==> config.mk <==
export PLATFORM = sky130hd
export DESIGN_NAME = lift_call_scheduler
export DESIGN_NICKNAME = d
export VERILOG_FILES = /design/src/rtl/lift_call_scheduler.sv
export SDC_FILE = /design/constraint.sdc
export NUM_CORES = 1
export LEC_CHECK = 0
export ABC_AREA = 1
export CAP_MARGIN = 25
export CORE_ASPECT_RATIO = 0.9
export CORE_MARGIN = 2
export CORE_UTILIZATION = 60
export DETAILED_ROUTE_END_ITERATION = 7
export GPL_ROUTABILITY_DRIVEN = 0
export GPL_TIMING_DRIVEN = 0
export MAX_ROUTING_LAYER = met4
export PLACE_DENSITY = 0.79
export SYNTH_ARGS = -nofsm -noshare
export SYNTH_HDL_FRONTEND = slang
export SYNTH_SLANG_ARGS = --single-unit
==> constraint.sdc <==
create_clock -name clock -period 2.4 [get_ports clock]
set_input_delay 0.48 -clock clock [delete_from_list [all_inputs] [get_ports clock]]
set_output_delay 0.48 -clock clock [all_outputs]
set_load 0.1 [all_outputs]
==> src/rtl/lift_call_scheduler.sv <==
// Hall-call latching and motor sequencing for a 3-floor lift: homes to floor 0, serves calls in
// collective order, dwells with the door open and traps to a sticky fault.
module lift_call_scheduler #(
  parameter int unsigned DWELL_CYCLES   = 50_000_000,
  parameter int unsigned TIMEOUT_CYCLES = 250_000_000
) (
  input  logic       clock,
  input  logic       n_reset,
  input  logic       call0,
  input  logic       call1,
  input  logic       call2,
  input  logic       bottom,
  input  logic       middle_plus,
  input  logic       middle_minus,
  input  logic       top,
  output logic       direction,
  output logic       enable,
  output logic       indicator0,
  output logic       indicator1,
  output logic       indicator2,
  output logic       door_open,
  output logic [1:0] floor,
  output logic       fault
);
  localparam int unsigned DwW = $clog2(DWELL_CYCLES + 1);
  localparam int unsigned WdW = $clog2(TIMEOUT_CYCLES + 1);
  localparam logic [DwW-1:0] DwellLast = DwW'(DWELL_CYCLES - 1);
  localparam logic [WdW-1:0] WdogLast  = WdW'(TIMEOUT_CYCLES - 1);

  typedef enum logic [2:0] {StHome, StIdle, StUp, StDown, StDoor, StFault} state_e;

  state_e           r_state;
  logic [2:0]       r_pend;
  logic [1:0]       r_floor;
  logic             r_dir_up;
  logic [DwW-1:0]   r_dwell;
  logic [WdW-1:0]   r_wdog;
  logic             r_enable, r_direction, r_door, r_fault;

  state_e           w_state_pre, w_state_nxt;
  logic [1:0]       w_floor_nxt;
  logic [2:0]       w_calls, w_block, w_clear, w_pend_nxt;
  logic             w_here, w_above, w_below, w_call_here;
  logic             w_go_up, w_go_down;
  logic             w_motion, w_timeout, w_sensor_bad, w_arrive;
  logic [DwW-1:0]   w_dwell_nxt;
  logic [WdW-1:0]   w_wdog_nxt;

  assign w_calls = {call2, call1, call0};

  always_comb begin
    w_here      = 1'b0;
    w_above     = 1'b0;
    w_below     = 1'b0;
    w_call_here = 1'b0;
    case (r_floor)
      2'd0: begin
        w_here      = r_pend[0];
        w_above     = r_pend[1] | r_pend[2];
        w_call_here = call0;
      end
      2'd1: begin
        w_here      = r_pend[1];
        w_above     = r_pend[2];
        w_below     = r_pend[0];
        w_call_here = call1;
      end
      default: begin
        w_here      = r_pend[2];
        w_below     = r_pend[0] | r_pend[1];
        w_call_here = call2;
      end
    endcase
    // Prefer the last travel direction; otherwise take whichever side has work.
    w_go_up   = w_above & (r_dir_up | ~w_below);
    w_go_down = w_below & ~w_go_up;
  end

  always_comb begin
    w_state_pre = r_state;
    w_floor_nxt = r_floor;
    case (r_state)
      StHome: begin
        if (bottom) begin
          w_floor_nxt = 2'd0;
          w_state_pre = StIdle;
        end
      end
      StIdle: begin
        if (w_here)         w_state_pre = StDoor;
        else if (w_go_up)   w_state_pre = StUp;
        else if (w_go_down) w_state_pre = StDown;
      end
      StUp: begin
        if (top) begin
          w_floor_nxt = 2'd2;
          w_state_pre = StDoor;
        end else if (middle_plus && r_floor == 2'd0) begin
          w_floor_nxt = 2'd1;
          if (r_pend[1]) w_state_pre = StDoor;
        end
      end
      StDown: begin
        if (bottom) begin
          w_floor_nxt = 2'd0;
          w_state_pre = StDoor;
        end else if (middle_minus && r_floor == 2'd2) begin
          w_floor_nxt = 2'd1;
          if (r_pend[1]) w_state_pre = StDoor;
        end
      end
      StDoor: begin
        if (!w_call_here && r_dwell == DwellLast) begin
          if (w_go_up)        w_state_pre = StUp;
          else if (w_go_down) w_state_pre = StDown;
          else                w_state_pre = StIdle;
        end
      end
      default: ;
    endcase

    w_motion     = (r_state == StHome) || (r_state == StUp) || (r_state == StDown);
    w_timeout    = w_motion && (w_state_pre == r_state) && (r_wdog == WdogLast);
    w_sensor_bad = (bottom & top) | (middle_plus & middle_minus & (bottom | top));
    w_state_nxt  = (w_sensor_bad || w_timeout) ? StFault : w_state_pre;
    w_arrive     = (w_state_nxt == StDoor) && (r_state != StDoor);

    // A call at the open door's floor does not latch; it restarts the dwell instead.
    w_block    = (r_state == StDoor) ? 3'(3'b001 << r_floor) : 3'b000;
    w_clear    = w_arrive ? 3'(3'b001 << w_floor_nxt) : 3'b000;
    w_pend_nxt = (r_pend | (w_calls & ~w_block)) & ~w_clear;

    w_dwell_nxt = r_dwell;
    if (w_arrive || (r_state == StDoor && w_call_here)) begin
      w_dwell_nxt = '0;
    end else if (r_state == StDoor && r_dwell != DwellLast) begin
      w_dwell_nxt = r_dwell + DwW'(1);
    end

    w_wdog_nxt = r_wdog;
    if (w_state_nxt != r_state)  w_wdog_nxt = '0;
    else if (r_wdog != WdogLast) w_wdog_nxt = r_wdog + WdW'(1);
  end

  always_ff @(posedge clock or negedge n_reset) begin
    if (!n_reset) begin
      r_state     <= StHome;
      r_pend      <= 3'b000;
      r_floor     <= 2'd0;
      r_dir_up    <= 1'b1;
      r_dwell     <= '0;
      r_wdog      <= '0;
      r_enable    <= 1'b0;
      r_direction <= 1'b0;
      r_door      <= 1'b0;
      r_fault     <= 1'b0;
    end else begin
      r_state     <= w_state_nxt;
      r_pend      <= w_pend_nxt;
      r_floor     <= w_floor_nxt;
      r_dwell     <= w_dwell_nxt;
      r_wdog      <= w_wdog_nxt;
      if (w_state_nxt == StUp)        r_dir_up <= 1'b1;
      else if (w_state_nxt == StDown) r_dir_up <= 1'b0;
      r_enable    <= (w_state_nxt == StHome) || (w_state_nxt == StUp) ||
                     (w_state_nxt == StDown);
      r_direction <= (w_state_nxt == StUp);
      r_door      <= (w_state_nxt == StDoor);
      r_fault     <= (w_state_nxt == StFault);
    end
  end

  assign direction  = r_direction;
  assign enable     = r_enable;
  assign indicator0 = r_pend[0];
  assign indicator1 = r_pend[1];
  assign indicator2 = r_pend[2];
  assign door_open  = r_door;
  assign floor      = r_floor;
  assign fault      = r_fault;

endmodule

==> flow_metrics.tcl, run 1 <==
set metrics [dict create \
    place_ws_ns -0.326 \
    core-area_um2 7510 \
    total_power_mw 5.99 \
    synth_mux_area_share_pct 0.217 \
    rr_worst_depth 14 \
    wl_um 12200 \
    synth_seq_cells 67 \
    seq_area_frac_synth_pct 36.4 \
    synth_cell_types 42 \
    cap_violations 0 \
    yosys_warnings 0 \
    syn_nets 608 \
    start_kind "flip-flop" \
    avgSynthCellArea_um2 7.73 \
    synth-compound-area-share_pct 5.91 \
    finalHoldViolCount 0 \
    cp_data_required_time_ns 2.69 \
    grt_util_met3_pct 6.41 \
    first_iter_violations 394 \
    peakVddDrop_mv 0.721 \
    endpoint_kind "flip-flop" \
    synthXorXnorAreaFrac_pct 8.35 \
    io_buffers 17 \
    clockBufferDepth 2 \
    whs_ns 0.200 \
    numCtsBuffers 9 \
    synthFlopType "dfrtp_1" \
    rsz0062_at_grt "yes" \
    cts-hold-fix-buffers 0 \
    ant_nets 0 \
    dieArea_um2 8410 \
    initial_utilization_pct 61.5 \
    num_vias 4396 \
    crit_family "simple AND/OR/NAND/NOR gates" \
    synth_fa_ha_area_share_pct 0.542 \
    path_cells "nor2_1 > nand2_1 > nor2_1 > nand3_2 > nor2_4 > nand3_2 > nand2_2 > nand3_2 > nand2_4 > nand3_4 > a21oi_4 > nand2_8 > clkbuf_16 > nor2_4" \
    finalCritPeriodShare_pct 105 \
    synth-edff-count 0 \
    grt_pass1_vias 3831 \
    fin_crit_ns 2.52 \
    clk_latency_ns 0.36 \
    dp_cells 710 \
    syn_inst 597 \
    cpPeakStageDelay_ns 0.45 \
    violations "negative setup slack" \
    final_cells 752 \
    tightest_slew_ns 0.977 \
    clk_pin_slew_ns 0.08 \
    drive_gt1_share_pct 22.0 \
    synth_area_um2 4610 \
    crit_type "reg2reg" \
    async_reset_ff_share_pct 100 \
    powerDensity_nw_per_um2 1080 \
    globalRouteMet1Util_pct 38.0 \
    synth_simple_gate_area_share_pct 38.6 \
    overflow 0 \
    r2r_start "r_dwell[24]$_DFFE_PN0P_" \
    nNetsFinal 662 \
    grt_max_degree 68 \
    root_buffer "clkbuf_8" \
    slew_violations 0 \
    dp_hpwl_um 7590 \
    finalSetupViolCount 27 \
    reg2reg_to "r_wdog[12]$_DFFE_PN0P_" \
    vias_per_cell 5.85 \
    rows 30 \
    area_growth_pct 19.8 \
    grt_first_pass_wirelength_um 17800 \
    fin_util_pct 73.7 \
    min_path_type "in2async" \
    die_w_um 96.4 \
    relSlewSlack_pct 34.8 \
    r2r_slack_ns -0.12 \
    ios 18 \
    busiest_layer "met2" \
    fmax_mhz 396 \
    cts_tree "done" \
    clock_skew_ns 0.0150 \
    met2_usage_pct 42.5 \
    synth_top_family_by_area "simple AND/OR/NAND/NOR gates" \
    antenna_found_initial 0 \
    cp_common_cell "nand3_2" \
    leakagePower_nw 2.43 \
    crit_slowest_cell "dfrtp_1" \
    crit_buf_inv 1 \
    setup_ws_ns -0.125 \
    die_height_um 87.2 \
    grt_usage_pct 28.0 \
    htreeDepth 3 \
    wire_per_inst_um 16.2 \
    cp_max_fo 6 \
    n_antenna_cell 0 \
    cts_num_sinks 67 \
    status "finished with violations" \
    drc_errors 0 \
    crit_arrival_ns 2.81 \
    firstDrtPassIters 7 \
]
worst register-to-register path, delay by kind of cell, from the launching register on:
kind / cells / cell delay, ns
compound gates: 1 / 0.25
buf+inv: 1 / 0.20
flops: 1 / 0.45
simple gates: 12 / 1.57
routing by layer:
layer  part of all wire (%)  vias to the layer above
met5                      0                        -
met4                    2.6                        0
met3                    9.2                       39
met2                     47                      250
met1                     41                     2061
li1                       -                     2046
power by group:
group,total [mW],internal [mW],switching (mW),leakage (nW)
clock,0.973,0.508,0.465,0.0926
combinational,3.45,1.25,2.20,1.44
sequential,1.57,1.35,0.225,0.890
metrics by stage:
| step | instance area (um^2) | setup TNS, ns |
|---|---|---|
| after floorplan | 4620 | 0 |
| after global placement | 4910 | -98.44 |
| after detailed placement | 4910 | -11.07 |
| after CTS | 5130 | 0 |
| after global routing | 5530 | -6.02 |
| final | 5530 | -2.62 |
cells in the mapped netlist, types with 4 or more instances:
cell / n / area share, %
nand2_1: 100 / 8.1
inv_1: 84 / 6.8
dfrtp_1: 66 / 36
nor2_1: 66 / 5.4
nand3_1: 47 / 5.1
nand4_1: 39 / 5.3
xor2_1: 35 / 6.6
nor2_4: 23 / 5.6
nor3_1: 20 / 2.2
o21ai_0: 16 / 1.7
o21ai_1: 10 / 1.1
nor4_1: 9 / 1.2
xnor2_1: 9 / 1.7
inv_2: 8 / 0.65
nand2_2: 7 / 0.95
a21oi_1: 5 / 0.54
buf_2: 4 / 0.43
nor2_2: 4 / 0.54
o22ai_1: 4 / 0.54
registers in the layout, indices dropped and copies added (netlist names):
signal	cells
fault	1
r_wdog	28
floor	2
direction	1
r_dir_up	1
r_dwell	26
enable	1
door_open	1
r_pend	3
r_state	3
worst max-delay path by stage:
stage,startpoint,endpoint,slack (ns),cells after the start
2_1_floorplan,floor[1]$_DFF_PN0_,r_wdog[13]$_DFFE_PN0P_,0.03,16
3_3_place_gp,n_reset,floor[0]$_DFF_PN0_,-1.60,1
3_5_place_dp,middle_minus,r_dwell[14]$_DFFE_PN0P_,-0.33,13
4_1_cts,r_wdog[0]$_DFFE_PN0P_,r_wdog[1]$_DFFE_PN0P_,0.001,15
5_1_grt,r_dwell[24]$_DFFE_PN0P_,r_wdog[11]$_DFFE_PN0P_,-0.19,14
6_report,r_dwell[24]$_DFFE_PN0P_,r_wdog[12]$_DFFE_PN0P_,-0.12,14
cell type report:
| class | instances | area, um^2 |
|---|---|---|
| multi-input combinational | 424 | 2630 |
| fill | 533 | 1980 |
| sequential | 67 | 1680 |
| timing repair buffer | 42 | 395 |
| inverter | 94 | 359 |
| clock buffer | 12 | 145 |
| buffer | 13 | 141 |
| tap | 96 | 120 |
| clock inverter | 4 | 50.0 |
placed cells by master, fill, tap and decap left out, drive strengths merged, types with 3 or more instances in the layout:
master,count
nand2,112
nor2,94
inv,93
dfrtp,66
nand3,53
nand4,39
xor2,35
buf,33
o21ai,27
nor3,20
clkbuf,18
clkdlybuf4s50,11
nor4,9
xnor2,9
a21oi,8
o22ai,4
and3,3
dlymetal6s2s,3
cells by family after synthesis:
| family | Yosys count |
|---|---|
| adder cells (fa/ha/maj) | 2 |
| flip-flops | 67 |
| multiplexers | 1 |
| AND/OR/NAND/NOR | 332 |
| XOR/XNOR | 44 |
| buffers and inverters | 107 |
| AO/OA/AOI/OAI | 44 |
repair_timing:
action                     in CTS  in global routing
setup endpoints to repair      38                 59
setup buffers                   0                 23
gates resized for setup        11                 46
cloned                          0                  3
pin swaps                       1                 26
No activity file was read; power rests on OpenSTA's default activity.
==> run 2, diff against run 1 <==
Settings changed: CORE_ASPECT_RATIO 0.9 to 1.25, SETUP_SLACK_MARGIN set to 0.02.
==> flow_metrics.tcl, run 2 (same netlist as run 1, synthesis figures left out) <==
set metrics [dict create \
    largest_reg_flops 28 \
    stdcell_area_um2 5510 \
    relSlewSlack_pct 35.2 \
    dieArea_um2 8410 \
    grt_max_degree 68 \
    ios 18 \
    nFillCells 540 \
    grt_first_pass_wirelength_um 17600 \
    firstDrtPassIters 5 \
    area_growth_pct 19.4 \
    cp_max_fo 6 \
    io_buffers 17 \
    slew_violations 0 \
    die_w_um 82.4 \
    rsz0062_at_grt "yes" \
    finalHoldViolCount 0 \
    initial_utilization_pct 62.3 \
    clockBufferDepth 2 \
    cts_tree "done" \
    powerDensity_nw_per_um2 1090 \
    dp_cells 706 \
    overflow 0 \
    cts-hold-fix-buffers 0 \
    endpoint_kind "flip-flop" \
    fin_tns_setup_ns 0 \
    total_power_mw 5.99 \
    cp_data_required_time_ns 2.68 \
    peakVddDrop_mv 0.846 \
    fin_crit_ns 2.37 \
    cap_violations 0 \
    cts_num_sinks 67 \
    nNetsFinal 661 \
    min_path_type "in2async" \
    status "finished, final reports clean" \
    whs_ns 0.199 \
    drive_gt1_share_pct 22.3 \
    wl_um 11200 \
    drc_errors 0 \
    root_buffer "clkbuf_8" \
    rows 35 \
    finalCritPeriodShare_pct 98.9 \
    num_vias 4313 \
    n_antenna_cell 0 \
    ant_nets 0 \
    first_iter_violations 295 \
    numCtsBuffers 9 \
    finalSetupViolCount 0 \
    clk_pin_slew_ns 0.08 \
    crit_type "reg2reg" \
    grt_usage_pct 27.5 \
    clock_skew_ns 0.0134 \
    top_register "r_wdog" \
    core-area_um2 7400 \
    start_kind "flip-flop" \
    wire_per_inst_um 15.0 \
    top_regs "r_wdog: 28 flops, r_dwell: 26 flops" \
    final_cell_mix "nand2_1 (94), inv_1 (82), nor2_1 (58), dfrtp_1 (57), nand3_1 (43)" \
    die_height_um 102 \
    fmax_mhz 421 \
    grt_pass1_vias 4057 \
    tightest_slew_ns 0.969 \
    vias_per_cell 5.77 \
    final_cells 747 \
    clk_latency_ns 0.35 \
    final_common_cell "nand2_1" \
    dp_hpwl_um 7530 \
    htreeDepth 3 \
    antenna_found_initial 0 \
    place_area_um2 4900 \
    leakagePower_nw 2.40 \
    crit_arrival_ns 2.66 \
]
[run 2: final timing paths]
check | slack, ns | depth (start not counted) | start | to
max | 0.03 | 14 | r_dwell[11]$_DFFE_PN0P_ | r_wdog[6]$_DFFE_PN0P_
min reg2reg | 0.55 | 2 | r_dir_up$_DFFE_PN1P_ | r_dir_up$_DFFE_PN1P_
max in group asynchronous | 1.58 | 1 | n_reset | r_pend[1]$_DFF_PN0_
max reg2reg | 0.03 | 14 | r_dwell[11]$_DFFE_PN0P_ | r_wdog[6]$_DFFE_PN0P_
min in group clock | 0.55 | 2 | r_dir_up$_DFFE_PN1P_ | r_dir_up$_DFFE_PN1P_
min | 0.20 | 1 | n_reset | r_dwell[18]$_DFFE_PN0P_
[run 2: area by class of cell]
cell class,count,area (um^2),share of cell area (%)
Tap cell,92,115,2.09
Timing Repair Buffer,41,382,6.93
Multi-Input combinational cell,424,2620,47.6
Sequential cell,67,1690,30.7
Buffer,13,128,2.32
Clock inverter,7,92.6,1.68
Clock buffer,9,124,2.25
Inverter,94,359,6.52
[run 2: worst max-delay path, cell delays in order (launching register included)]
cell and delay [ns]:
dfrtp_2 0.46, nor2_1 0.19, nand2_1 0.11, nor2_1 0.13
nand3_2 0.13, nor2_4 0.15, nand3_2 0.11, nand2_4 0.11
nand3_4 0.08, nand2_4 0.11, nand3_4 0.09, a21oi_4 0.21
nand2_8 0.12, clkbuf_16 0.19, nor2_4 0.09
[run 2: what timing repair did]
item / 4_1_cts / 5_1_grt
cloned: 0 / 3
pin swaps: 3 / 24
setup buffers: 3 / 19
gates resized for setup: 11 / 43
endpoints found under the setup margin: 45 / 58
[run 2: through the flow]
stage                     setup WS (ns)  utilization [%]
after CTS                        0.0214             69.8
after floorplan                  0.0302                -
final                            0.0258             74.4
after global placement            -1.59             66.3
after global routing            -0.0702             74.4
after detailed placement         -0.317             66.2
[run 2: routing by layer]
layer	wire [um]	track usage, %	vias to the layer above
li1	-	-	2048
met1	4400	31.1	2057
met2	5910	48.0	166
met3	543	3.36	42
met4	372	12.3	0
met5	0	-	-
[run 2: power breakdown]
| group | switching, mW | leakage, nW | internal (mW) | total (mW) |
|---|---|---|---|---|
| Combinational | 2.12 | 1.41 | 1.25 | 3.37 |
| Clock | 0.463 | 0.113 | 0.583 | 1.05 |
| Sequential | 0.217 | 0.883 | 1.35 | 1.57 |
==> run 3, diff against run 2 <==
Settings changed: CTS_CLUSTER_DIAMETER set to 100, GPL_TIMING_DRIVEN 0 to unset.
==> flow_metrics.tcl, run 3 (same netlist as run 1, synthesis figures left out) <==
set metrics [dict create \
    min_path_type "in2async" \
    rr_worst_depth 14 \
    clockBufferDepth 2 \
    fin_crit_ns 2.36 \
    numCtsBuffers 9 \
    firstDrtPassIters 6 \
    dieArea_um2 8410 \
    slew_violations 0 \
    switchingPower_mw 2.77 \
    vias_per_cell 5.77 \
    cts_num_sinks 67 \
    grt_max_degree 38 \
    initial_utilization_pct 62.3 \
    drc_errors 0 \
    endpoint_kind "flip-flop" \
    r2r_start "r_dwell[1]$_DFFE_PN0P_" \
    root_buffer "clkbuf_8" \
    largest_reg_flops 28 \
    critical_path.startpoint "r_dwell[1]$_DFFE_PN0P_" \
    finalCritPeriodShare_pct 98.2 \
    dp_hpwl_um 7880 \
    wire_per_inst_um 15.4 \
    ios 18 \
    fmax_mhz 424 \
    cp_max_fo 7 \
    clk_pin_slew_ns 0.08 \
    grt_first_pass_wirelength_um 18300 \
    cpPeakStageDelay_ns 0.40 \
    final_common_cell "nand2_1" \
    ant_nets 0 \
    whs_ns 0.142 \
    die_w_um 82.4 \
    ff_latch_area_um2 1690 \
    drive_gt1_share_pct 23.2 \
    overflow 0 \
    top_register "r_wdog" \
    rsz0062_at_grt "yes" \
    cts-hold-fix-buffers 0 \
    area_growth_pct 19.4 \
    first_iter_violations 325 \
    path_cells "ha_4 > nand2_4 > nor2_4 > nand3_4 > nor2_4 > nand4_1 > nand2_1 > nand2_1 > a21oi_4 > nand3_4 > a21oi_4 > nand2_8 > clkbuf_16 > nor2_4" \
    place_ws_ns -0.142 \
    nNetsFinal 662 \
    clock_skew_ns 0.0129 \
    cp_common_cell "nor2_4" \
    crit_arrival_ns 2.65 \
    io_buffers 17 \
    tightest_slew_ns 0.476 \
    internal_power_mw 3.24 \
    grt_pass1_vias 4262 \
    status "finished, final reports clean" \
    powerDensity_nw_per_um2 1090 \
    start_kind "flip-flop" \
    core-area_um2 7400 \
    n_antenna_cell 0 \
    crit_family "simple AND/OR/NAND/NOR gates" \
    clock_power_share_pct 19.3 \
    antenna_found_initial 0 \
    rows 35 \
    cp_data_required_time_ns 2.69 \
    clk_latency_ns 0.36 \
    reg2reg_to "r_wdog[14]$_DFFE_PN0P_" \
    final_cell_mix "nand2_1 (98), inv_1 (84), dfrtp_1 (60), nor2_1 (56), nand3_1 (44)" \
    setup_ws_ns 0.0438 \
    wl_um 11500 \
    cts_tree "done" \
    leakagePower_nw 2.45 \
    finalHoldViolCount 0 \
    p_sw_share_pct 46.1 \
    finalSetupViolCount 0 \
    pwr-share-seq_pct 26.4 \
    die_height_um 102 \
    peakVddDrop_mv 0.831 \
    relSlewSlack_pct 68.3 \
    crit_buf_inv 1 \
    crit_type "reg2reg" \
    pwr-share-comb_pct 54.3 \
    r2r_slack_ns 0.04 \
    cap_violations 0 \
    nFillCells 543 \
    crit_slowest_cell "dfrtp_1" \
    grt_usage_pct 28.7 \
    num_vias 4318 \
    top_regs "r_wdog: 28 flops, r_dwell: 26 flops" \
    htreeDepth 3 \
    multiInputGateArea_um2 2590 \
]
[run 3: worst max path at each step]
stage / to / slack, ns / cells past startpoint
5_1_grt: r_wdog[10]$_DFFE_PN0P_ / -0.07 / 14
3_3_place_gp: r_dwell[2]$_DFFE_PN0P_ / -0.06 / 13
4_1_cts: r_wdog[17]$_DFFE_PN0P_ / 0.05 / 15
6_report: r_wdog[14]$_DFFE_PN0P_ / 0.04 / 14
2_1_floorplan: r_wdog[13]$_DFFE_PN0P_ / 0.03 / 16
3_5_place_dp: r_dwell[2]$_DFFE_PN0P_ / -0.14 / 13
[run 3: layout make-up]
class | instances | area share (%)
tap | 92 | 2.09
clock buffer | 9 | 2.25
timing repair buffer | 56 | 9.45
multi-input combinational | 423 | 47.0
inverter | 94 | 6.52
sequential | 67 | 30.6
clock inverter | 7 | 2.11
[run 3: repair_timing]
action | in CTS | in global routing
resized for setup | 2 | 31
cloned | 0 | 2
setup endpoints to repair | 27 | 57
pin swaps | 0 | 14
setup buffers | 0 | 10
[run 3: worst reg2reg max path: cells and delay by family, from the launching register on]
| family | cells | cell delay (ns) |
|---|---|---|
| compound gates | 2 | 0.45 |
| buf+inv | 1 | 0.19 |
| simple gates | 10 | 1.08 |
| fa+ha+maj | 1 | 0.17 |
| flops | 1 | 0.40 |
[run 3: power by group through the flow]
stage	clock network, mW	logic, mW	registers [mW]
after floorplan	0	1.90	1.82
after global placement	0	2.76	1.59
after detailed placement	0	2.82	1.60
after CTS	1.16	2.84	1.58
after global routing	1.21	3.51	1.61
final	1.16	3.27	1.59
[run 3: through the flow]
| stage | setup TNS, ns | utilization [%] | power, mW | instances | area, um^2 |
|---|---|---|---|---|---|
| after floorplan | 0 | - | 3.72 | 597 | 4620 |
| after global placement | -0.673 | 67.8 | 4.35 | 720 | 5020 |
| after detailed placement | -4.56 | 67.8 | 4.42 | 720 | 5020 |
| after CTS | 0 | 71.2 | 5.59 | 736 | 5270 |
| after global routing | -1.34 | 74.4 | 6.33 | 748 | 5510 |
| final | 0 | 74.4 | 6.02 | 748 | 5510 |
[run 3: layer usage]
layer	global-route usage, %	wire length [um]	share of wire, %
met1	32.3	4560	40
met2	50.2	6100	53
met3	4.59	577	5.0
met4	11.3	272	2.4
met5	-	0	0
